[config.mk]
export PLATFORM = sky130hd
export DESIGN_NAME = ram_dump_unit
export DESIGN_NICKNAME = d
export VERILOG_FILES = /design/src/rtl/risc_spm_pkg.sv /design/src/rtl/ram_dump_unit.sv
export SDC_FILE = /design/constraint.sdc
export NUM_CORES = 1
export LEC_CHECK = 0
export ABC_CLOCK_PERIOD_IN_PS = 6800
export CORE_ASPECT_RATIO = 1.1
export CORE_MARGIN = 2
export CORE_UTILIZATION = 45
export DETAILED_ROUTE_END_ITERATION = 7
export PLACE_DENSITY = 0.81
export SLEW_MARGIN = 20
export SYNTH_ARGS = -nofsm -noshare
export SYNTH_HDL_FRONTEND = slang
export SYNTH_SLANG_ARGS = --single-unit
[constraint.sdc]
create_clock -name clk -period 6.8 [get_ports clk]
set_clock_uncertainty 0.05 [all_clocks]
set_input_delay 1.36 -clock clk [delete_from_list [all_inputs] [get_ports clk]]
set_output_delay 1.36 -clock clk [all_outputs]
set_load 0.005 [all_outputs]
[src/rtl/risc_spm_pkg.sv]
// Shared RISC_SPM definitions: bus widths and the RAM dump engine state encoding.
package risc_spm_pkg;

  localparam int word_size = 8;
  localparam int addr_size = 8;

  typedef enum logic [1:0] {
    IDLE  = 2'd0,
    FETCH = 2'd1,
    SEND  = 2'd2,
    DONE  = 2'd3
  } dump_state_t;

endpackage

[src/rtl/ram_dump_unit.sv]
// RAM readout engine: scans an inclusive address range after HALT and streams
// (address, word) pairs over valid/ready while accumulating a modular checksum.
//
// state | meaning
// IDLE  | bus released; waits for a legal start, pulses error on an illegal one
// FETCH | owns the RAM bus; captures mem_data/mem_addr into the output register
// SEND  | word presented; held until dout_ready, then checksum update and advance
// DONE  | one-cycle done pulse, bus released
module ram_dump_unit
  import risc_spm_pkg::*;
#(
  parameter int word_size_p = word_size,
  parameter int addr_size_p = addr_size
) (
  input  logic                   clk,
  input  logic                   rst,
  input  logic                   start,
  input  logic                   halted,
  input  logic [addr_size_p-1:0] base_addr,
  input  logic [addr_size_p-1:0] last_addr,
  output logic                   mem_sel,
  output logic [addr_size_p-1:0] mem_addr,
  input  logic [word_size_p-1:0] mem_data,
  output logic                   dout_valid,
  input  logic                   dout_ready,
  output logic [addr_size_p-1:0] dout_addr,
  output logic [word_size_p-1:0] dout_data,
  output logic                   busy,
  output logic                   done,
  output logic                   error,
  output logic [word_size_p-1:0] checksum
);

  localparam logic [addr_size_p-1:0] addr_one = {{(addr_size_p-1){1'b0}}, 1'b1};

  dump_state_t state_q, state_d;

  logic [addr_size_p-1:0] mem_addr_q, mem_addr_d;
  logic [addr_size_p-1:0] last_q, last_d;
  logic                   dout_valid_q, dout_valid_d;
  logic [addr_size_p-1:0] dout_addr_q, dout_addr_d;
  logic [word_size_p-1:0] dout_data_q, dout_data_d;
  logic [word_size_p-1:0] checksum_q, checksum_d;
  logic                   error_q, error_d;

  always_ff @(posedge clk) begin
    if (rst) begin
      state_q      <= IDLE;
      mem_addr_q   <= '0;
      last_q       <= '0;
      dout_valid_q <= 1'b0;
      dout_addr_q  <= '0;
      dout_data_q  <= '0;
      checksum_q   <= '0;
      error_q      <= 1'b0;
    end else begin
      state_q      <= state_d;
      mem_addr_q   <= mem_addr_d;
      last_q       <= last_d;
      dout_valid_q <= dout_valid_d;
      dout_addr_q  <= dout_addr_d;
      dout_data_q  <= dout_data_d;
      checksum_q   <= checksum_d;
      error_q      <= error_d;
    end
  end

  always_comb begin
    state_d      = state_q;
    mem_addr_d   = mem_addr_q;
    last_d       = last_q;
    dout_valid_d = dout_valid_q;
    dout_addr_d  = dout_addr_q;
    dout_data_d  = dout_data_q;
    checksum_d   = checksum_q;
    error_d      = 1'b0;

    unique case (state_q)
      IDLE: begin
        if (start) begin
          if (halted && (last_addr >= base_addr)) begin
            last_d     = last_addr;
            mem_addr_d = base_addr;
            checksum_d = '0;
            state_d    = FETCH;
          end else begin
            error_d = 1'b1;
          end
        end
      end

      FETCH: begin
        dout_data_d  = mem_data;
        dout_addr_d  = mem_addr_q;
        dout_valid_d = 1'b1;
        state_d      = SEND;
      end

      SEND: begin
        if (dout_ready) begin
          checksum_d   = checksum_q + dout_data_q;
          dout_valid_d = 1'b0;
          // End test precedes the increment so a range ending at the top address never wraps.
          if (mem_addr_q == last_q) begin
            state_d = DONE;
          end else begin
            mem_addr_d = mem_addr_q + addr_one;
            state_d    = FETCH;
          end
        end
      end

      DONE: begin
        state_d = IDLE;
      end

      default: begin
        state_d = IDLE;
      end
    endcase
  end

  assign mem_sel    = (state_q == FETCH) || (state_q == SEND);
  assign busy       = (state_q != IDLE);
  assign done       = (state_q == DONE);
  assign mem_addr   = mem_addr_q;
  assign dout_valid = dout_valid_q;
  assign dout_addr  = dout_addr_q;
  assign dout_data  = dout_data_q;
  assign checksum   = checksum_q;
  assign error      = error_q;

endmodule

Yosys cells after proc, flatten, opt, wreduce, memory -nomap -nowiden
Cells that the tools add are included.
{"block": "word_totals", "reg_bits": 44, "latchBits": 0, "ramBits": 0, "rom_bits": 0, "out_inout_bits": 37, "elab_cells": 50, "n_memories": 0}
{"block": "classes", "add_sub_neg": 2, "n_mul": 0, "div": 0, "n_lt_le_gt_ge": 1, "eq_ne": 8, "n_shift": 0, "mux": 17, "bitwise_logic": 2, "n_reduce_logical": 12}
{"op": "$mux 8", "n": 7}
{"op": "$pmux 8 s2", "n": 2}
{"op": "$add 8x1->8 const B", "n": 1}
{"op": "$add 8x8->8", "n": 1}
{"op": "$eq 8x8->1", "n": 1}
{"op": "$ge 8x8->1", "n": 1}
{"op": "$mux 2", "n": 4}
{"op": "$ne 2x2->1 const B", "n": 4}
{"op": "$pmux 2 s4", "n": 1}
{"op": "$reduce_and 3->1", "n": 2}
{"op": "$reduce_bool 2->1", "n": 3}
{"op": "$reduce_and 5->1", "n": 1}
{"op": "$eq 2x2->1 const B", "n": 2}
{"op": "$reduce_and 4->1", "n": 1}
{"op": "$reduce_or 3->1", "n": 1}
{"op": "$eq 2x1->1 const B", "n": 1}
{"op": "$logic_not 2->1", "n": 1}
{"op": "$mux 1", "n": 2}
{"op": "$not 1->1", "n": 2}
{"op": "$pmux 1 s2", "n": 1}
{"op": "$reduce_and 2->1", "n": 1}
{"op": "$logic_and 1x1->1", "n": 1}
{"op": "$logic_or 1x1->1", "n": 1}

Longest topological paths before layout
Gate-level depths: netlist of run 1.
{"block": "depth", "word_depth": 5, "ltp_mapped": 10}

Least setup slack after synthesis of run 1
Ideal clock, no wire load.
{"block": "synth_timing", "kind": "input to register", "startpoint": "input base_addr[7]", "endpoint": "register mem_addr_q[1], in the netlist mem_addr[1]", "setup_time_ns": 0.121, "t_arrival_ns": 2.932, "t_required_ns": 6.629, "slack_ns": 3.698, "path_stages": 9, "cell_sequence": "inv_1 -> ha_1 -> and3_1 -> a21oi_1 -> o21ai_0 -> a21oi_1 -> nand2_1 -> nand3_2 -> mux2_2"}
{"block": "synth_between", "elab_chain_len": 4}
{"element": "start: declaration", "line": "ram_dump_unit.sv:19", "text": "input logic [addr_size_p-1:0] base_addr,"}
{"element": "$ge 8x8->1", "line": "ram_dump_unit.sv:81", "text": "if (halted && (last_addr >= base_addr)) begin"}
{"element": "$logic_and 1x1->1", "line": "ram_dump_unit.sv:81"}
{"element": "$ne 2x2->1 (no source line)"}
{"element": "$reduce_and 5->1 (no source line)"}
{"element": "end signal: assignment", "line": "ram_dump_unit.sv:58", "text": "mem_addr_q <= mem_addr_d;"}
{"element": "end: declaration", "line": "ram_dump_unit.sv:38", "text": "logic [addr_size_p-1:0] mem_addr_q, mem_addr_d;"}
No other way between the ends.
A chain may end at the register's enable or synchronous reset.

Final worst setup path of run 1
{"block": "layout_timing", "startpoint": "input base_addr[5]", "endpoint": "register mem_addr_q[1], in the netlist mem_addr[1]"}
Same word-level chain as after synthesis.

==> results.cfg, run 1 <==
[cells_and_area]
drive_gt1_frac = 0.0387
final_nets = 386
final_common_cell = clkdlybuf4s50_1
syn_to_final_growth_pct = 32.1
antennaDiodeCount = 0
final_cell_mix = 65 x clkdlybuf4s50_1, 44 x dfxtp_1, 38 x nor2_1, 25 x mux2i_1, 21 x ha_1
layout.core_utilization = 0.607

[sta]
fin_crit_ns = 3.56
worst_pin_slew_ns = 1.07
period_share = 0.524
setup_viol = 0
hold_viol = 0
setup_tns_ns = 0
maxSlewViolCount = 0
fin_ws_ns = 3.24
fmax_ghz = 0.281
slew_headroom = 0.286
rsz0062_at_grt = false

[worst_setup_path]
cp_cell_sequence = clkdlybuf4s50_1 -> inv_1 -> ha_1 -> and3_1 -> a21oi_1 -> o21ai_0 -> a21oi_1 -> nand2_1 -> nand3_2 -> mux2_2
arrival_ns = 3.70
reg2reg_slack_ns = 3.88
worstPathRequired_ns = 6.94
critPathCaptureType = register
reg2reg_from = state_q[0]$_SDFFE_PP0P_
worstRegToRegCells = 9
slowest_delay_ns = 0.50
worstReg2RegEnd = mem_addr[0]$_SDFFE_PP0P_
cp_max_fo = 8
cp_slowest_cell = clkdlybuf4s50_1
criticalPathCategory = primary input to register
critPathMostFrequentCell = a21oi_1
cp-start-kind = primary input

[floorplanning]
io_pins = 66
die_width_um = 74.3
num_rows = 28
coreArea_sq_um = 5330
die_h_um = 81.3
dieArea_sq_um = 6050
start_util = 0.460

[global_route]
grt_overflow = 0
grt_pass1_wl_um = 9820
antenna_found_initial = 0
grt_max_degree = 48
grt_use_total = 0.208
first_global_vias = 2080

[logic_synthesis]
synth-seq-cells = 44
synth_area_sq_um = 2450
yosysSeqAreaShare = 0.360
ys.flop_type = dfxtp_1
syn-instance-count = 273
synth_edf_count = 0
syn_nets = 324
avgSynthCellArea_sq_um = 8.96
async_reset_ff_frac = 0
yosysWarnings = 0
ys_types = 37

[worst_hold_path]
worstHoldEndpoint = checksum[3]$_SDFFE_PP0P_
hold_path_depth = 1
timing.hold.worst.start = checksum[3]$_SDFFE_PP0P_
hp-class = register to register

[clock_network]
cts-root-buf = clkbuf_8
cts.sinks = 44
post_cts_buffers = 0
cts_resized = 0
clock_path_buffers = 2
cts_tree = done
cts.htree.levels = 2
clkTransAtPathRegs_ns = 0.08
cts_inserted_buffers = 5
cts_hold_buf = 0
clock_latency_ns = 0.30

[placed_design]
routabilityCongestion = 0.873
portBuffers = 65
dp_hpwl_um = 4390
dp_slack_ns = 2.97

[routing]
drc = 0
vias = 2166
drt-total-wl_um = 6010
drtAntennaViolNets = 0
post_drt_wl_per_cell_um = 14.6
via_per_inst = 5.27
dr.pass1.iters = 4
first_iter_violations = 168

[power_and_ir_drop]
leakagePower_uw = 0.00142
irDropWorstVdd_v = 0.000207
p_per_area_nw_per_um2 = 299

[run_status]
outcome = finished clean

[job]
drv_cap = 0
final cells by class:
class | instances | area [sq um]
flip-flops and latches | 44 | 881
clock buffers | 6 | 72.6
clock inverters | 2 | 35.0
repair buffers | 66 | 658
fillers | 504 | 2090
inverters | 17 | 63.8
multi-input cells | 201 | 1430
well taps | 75 | 93.8
through the flow:
step	area [sq um]	hold WS (ns)	total power [uW]	instances
after global routing	3230	0.463	1030	411
after detailed placement	3130	0.430	774	403
after global placement	3130	0.422	761	403
after CTS	3230	0.445	972	411
final	3230	0.443	967	411
after floorplan	2450	0.427	599	273
routing by layer:
layer / track usage / vias up / wire (um)
met5: 0 / - / 0
met3: 0.0323 / 8 / 212
met2: 0.340 / 53 / 2950
met4: 0.0732 / 0 / 97
li1: - / 1078 / -
met1: 0.279 / 1027 / 2750
critical path: cells and delay by family:
kind,cells,cell delay [ns]
mux,1,0.36
simple gates,3,0.65
buf+inv,2,0.55
compound gates,3,0.50
fa+ha+maj,1,0.27
sequential cells by signal, summed over array words and instances, names as in the netlist:
signal      cells
dout_valid      1
checksum        8
dout_data       8
mem_addr        8
dout_addr       8
last_q          8
state_q         2
error           1
synth_stat cells, types with 2 or more instances:
cell type  number  area (sq um)
nand4_1         2          12.5
buf_2           2          10.0
o2bb2ai_1       5          43.8
o21ai_0        15          75.1
o31ai_1         6          45.0
clkbuf_1        5          18.8
a21o_1          4          30.0
a22oi_1         4          30.0
nor2b_1         9          56.3
nand3_1         6          30.0
nor2_1         38           143
xor2_1          9          78.8
inv_1          17          63.8
a31oi_1         2          12.5
buf_6           4          45.0
nand2_1        15          56.3
xnor2_1         5          43.8
dfxtp_1        44           881
ha_1           21           263
nor3_1          6          30.0
a32o_1          2          20.0
mux2i_1        25           250
a21oi_1        10          50.1
and3_1          4          25.0
worst max-delay path by stage:
stage                 startpoint                  endpoint  slack, ns  cells past startpoint
floorplan           base_addr[7]  mem_addr[1]$_SDFFE_PP0P_       3.70                      9
global placement    base_addr[5]    last_q[1]$_SDFFE_PP0P_       3.01                     10
detailed placement  base_addr[5]    last_q[3]$_SDFFE_PP0P_       2.97                     10
CTS                 base_addr[5]  mem_addr[1]$_SDFFE_PP0P_       3.27                     10
global route        base_addr[5]  mem_addr[1]$_SDFFE_PP0P_       3.05                     10
finish              base_addr[5]  mem_addr[1]$_SDFFE_PP0P_       3.24                     10
cell families after synthesis:
group | count (synthesis) | share of synthesized area
compound gates | 56 | 0.158
buf+inv | 28 | 0.0562
mux | 26 | 0.107
flops | 44 | 0.360
xor+xnor | 14 | 0.0501
simple gates | 83 | 0.153
fa+ha+maj | 22 | 0.116
report_power, final:
part	internal, uW	switching [uW]
registers	303	56.1
clock network	109	88.4
logic	207	202
total	620	347
No activity file was read; power rests on OpenSTA's default activity.
==> run 2: changes to the inputs <==
- ABC_CLOCK_PERIOD_IN_PS: 6800 -> 3400
- clock period: 6.8 -> 3.4 ns (I/O delays scaled with it)
==> run 2 against run 1 <==
  * Worst hold slack improved by 0.0031 ns
  * Sequential share of layout area fell by 0.25 points
  * Highest routed layer unchanged
  * Critical path type unchanged
  * Sequential power grew 99%
  * Clock power increased by 100%
  * Power is 100% higher
  * Worst setup slack worse by 2.7 ns
  * Register-to-register slack got worse by 2.8 ns
  * Sequential cell count did not move
==> results.cfg, run 2 (synthesis gave the netlist of run 1 again) <==
[worst_setup_path]
slowest_delay_ns = 0.51
cp_max_fo = 8
cp_num_buf_inv = 2
critPathCaptureType = register
reg2reg_slack_ns = 1.11
worstPathRequired_ns = 3.53
criticalPathCategory = primary input to register
cp_slowest_cell = clkdlybuf4s50_1
cp_cell_sequence = clkdlybuf4s50_1 -> inv_1 -> ha_1 -> and3_1 -> a21oi_1 -> o21ai_0 -> a31oi_1 -> or3_1 -> mux2i_1 -> nor2_1
crit_family = simple AND/OR/NAND/NOR gates
arrival_ns = 3.02
cp-start-kind = primary input

[cells_and_area]
final_cell_mix = 65 x clkdlybuf4s50_1, 44 x dfxtp_1, 38 x nor2_1, 25 x mux2i_1, 21 x ha_1
seqCellArea_sq_um = 881
n_fill_cell = 482
multiInputGateArea_sq_um = 1430
fin_cells = 415
final_common_cell = clkdlybuf4s50_1
final_nets = 390
antennaDiodeCount = 0
drive_gt1_frac = 0.0500
syn_to_final_growth_pct = 33.3
layout.core_utilization = 0.613

[worst_hold_path]
hp-class = register to register

[floorplanning]
coreArea_sq_um = 5330
io_pins = 66
start_util = 0.460
die_width_um = 74.3
dieArea_sq_um = 6050
die_h_um = 81.3
num_rows = 28

[clock_network]
cts_tree = done
cts.htree.levels = 2
clkTransAtPathRegs_ns = 0.08
cts_hold_buf = 0
clock_latency_ns = 0.29
clock_path_buffers = 2
post_cts_buffers = 0
cts.sinks = 44
cts_inserted_buffers = 5
cts_resized = 0
cts-root-buf = clkbuf_8

[placed_design]
dp.cells = 407
portBuffers = 65
dp_hpwl_um = 4390
routabilityCongestion = 0.879

[power_and_ir_drop]
switching_share = 0.355
pwr-share-comb = 0.426
p_per_area_nw_per_um2 = 591
internal_power_uw = 1240
pwr-share-clk = 0.204
leakagePower_uw = 0.00144
irDropWorstVdd_v = 0.000495
power_switching_uw = 685
seqPwrFrac = 0.370

[global_route]
first_global_vias = 2128
antenna_found_initial = 0
grt_pass1_wl_um = 9780
use_met3 = 0.0273
use_met2 = 0.353
grt_use_total = 0.207
grt_max_degree = 26
grt_overflow = 0
busiest_layer = met2
grtUsageMet1 = 0.270

[job]
drv_cap = 0

[run_status]
outcome = finished clean

[sta]
worst_pin_slew_ns = 1.07
fmax_ghz = 0.346
maxSlewViolCount = 0
fin_crit_ns = 2.89
setup_viol = 0
rsz0062_at_grt = false
period_share = 0.851
slew_headroom = 0.288
hold_viol = 0
setup_tns_ns = 0
hold_ws_ns = 0.446

[routing]
drtAntennaViolNets = 0
vias = 2179
dr.pass1.iters = 5
via_per_inst = 5.25
drt-total-wl_um = 5930
post_drt_wl_per_cell_um = 14.3
first_iter_violations = 124
drc = 0
==> run 2: metal layers <==
layer	routed length, um	vias up
met5	0	-
met4	108	0
met3	342	9
met2	2850	82
met1	2630	1006
li1	-	1082
==> run 2: power groups by stage <==
stage,clock network (uW),registers (uW),logic [uW]
after floorplan,0,708,490
after detailed placement,0,727,816
after global placement,0,725,803
after global routing,421,732,909
final,394,715,821
after CTS,401,715,825
==> run 2: worst register-to-register path, stage by stage, from the launching register on <==
cell	delay (ns)
dfxtp_1	0.41
ha_1	0.26
a21oi_1	0.26
o2111ai_2	0.19
a21o_1	0.20
a21oi_1	0.17
xor2_1	0.12
a2111o_1	0.41
a31oi_1	0.16
==> run 2: area by class of cell <==
type                    count  share of cell area
multi-input cells         201               0.438
flip-flops and latches     44               0.270
repair buffers             70               0.211
well taps                  75              0.0288
clock buffers               6              0.0222
inverters                  17              0.0196
clock inverters             2              0.0107
==> run 2: metrics by stage <==
stage / setup slack [ns] / cell area (sq um) / total power (uW)
floorplan: 0.978 / 2450 / 1200
global placement: 0.305 / 3160 / 1530
detailed placement: 0.236 / 3160 / 1540
CTS: 0.551 / 3260 / 1940
global route: 0.317 / 3260 / 2060
finish: 0.506 / 3260 / 1930
==> run 2: path summary, 6_finish.rpt <==
path,start,end,depth (start not counted)
hold reg to reg,dout_addr[7]$_SDFFE_PP0P_,dout_addr[7]$_SDFFE_PP0P_,2
setup / recovery,base_addr[5],last_q[4]$_SDFFE_PP0P_,10
hold / removal,dout_addr[7]$_SDFFE_PP0P_,dout_addr[7]$_SDFFE_PP0P_,2
setup reg to reg,dout_data[1]$_SDFFE_PP0P_,checksum[7]$_SDFFE_PP0P_,8
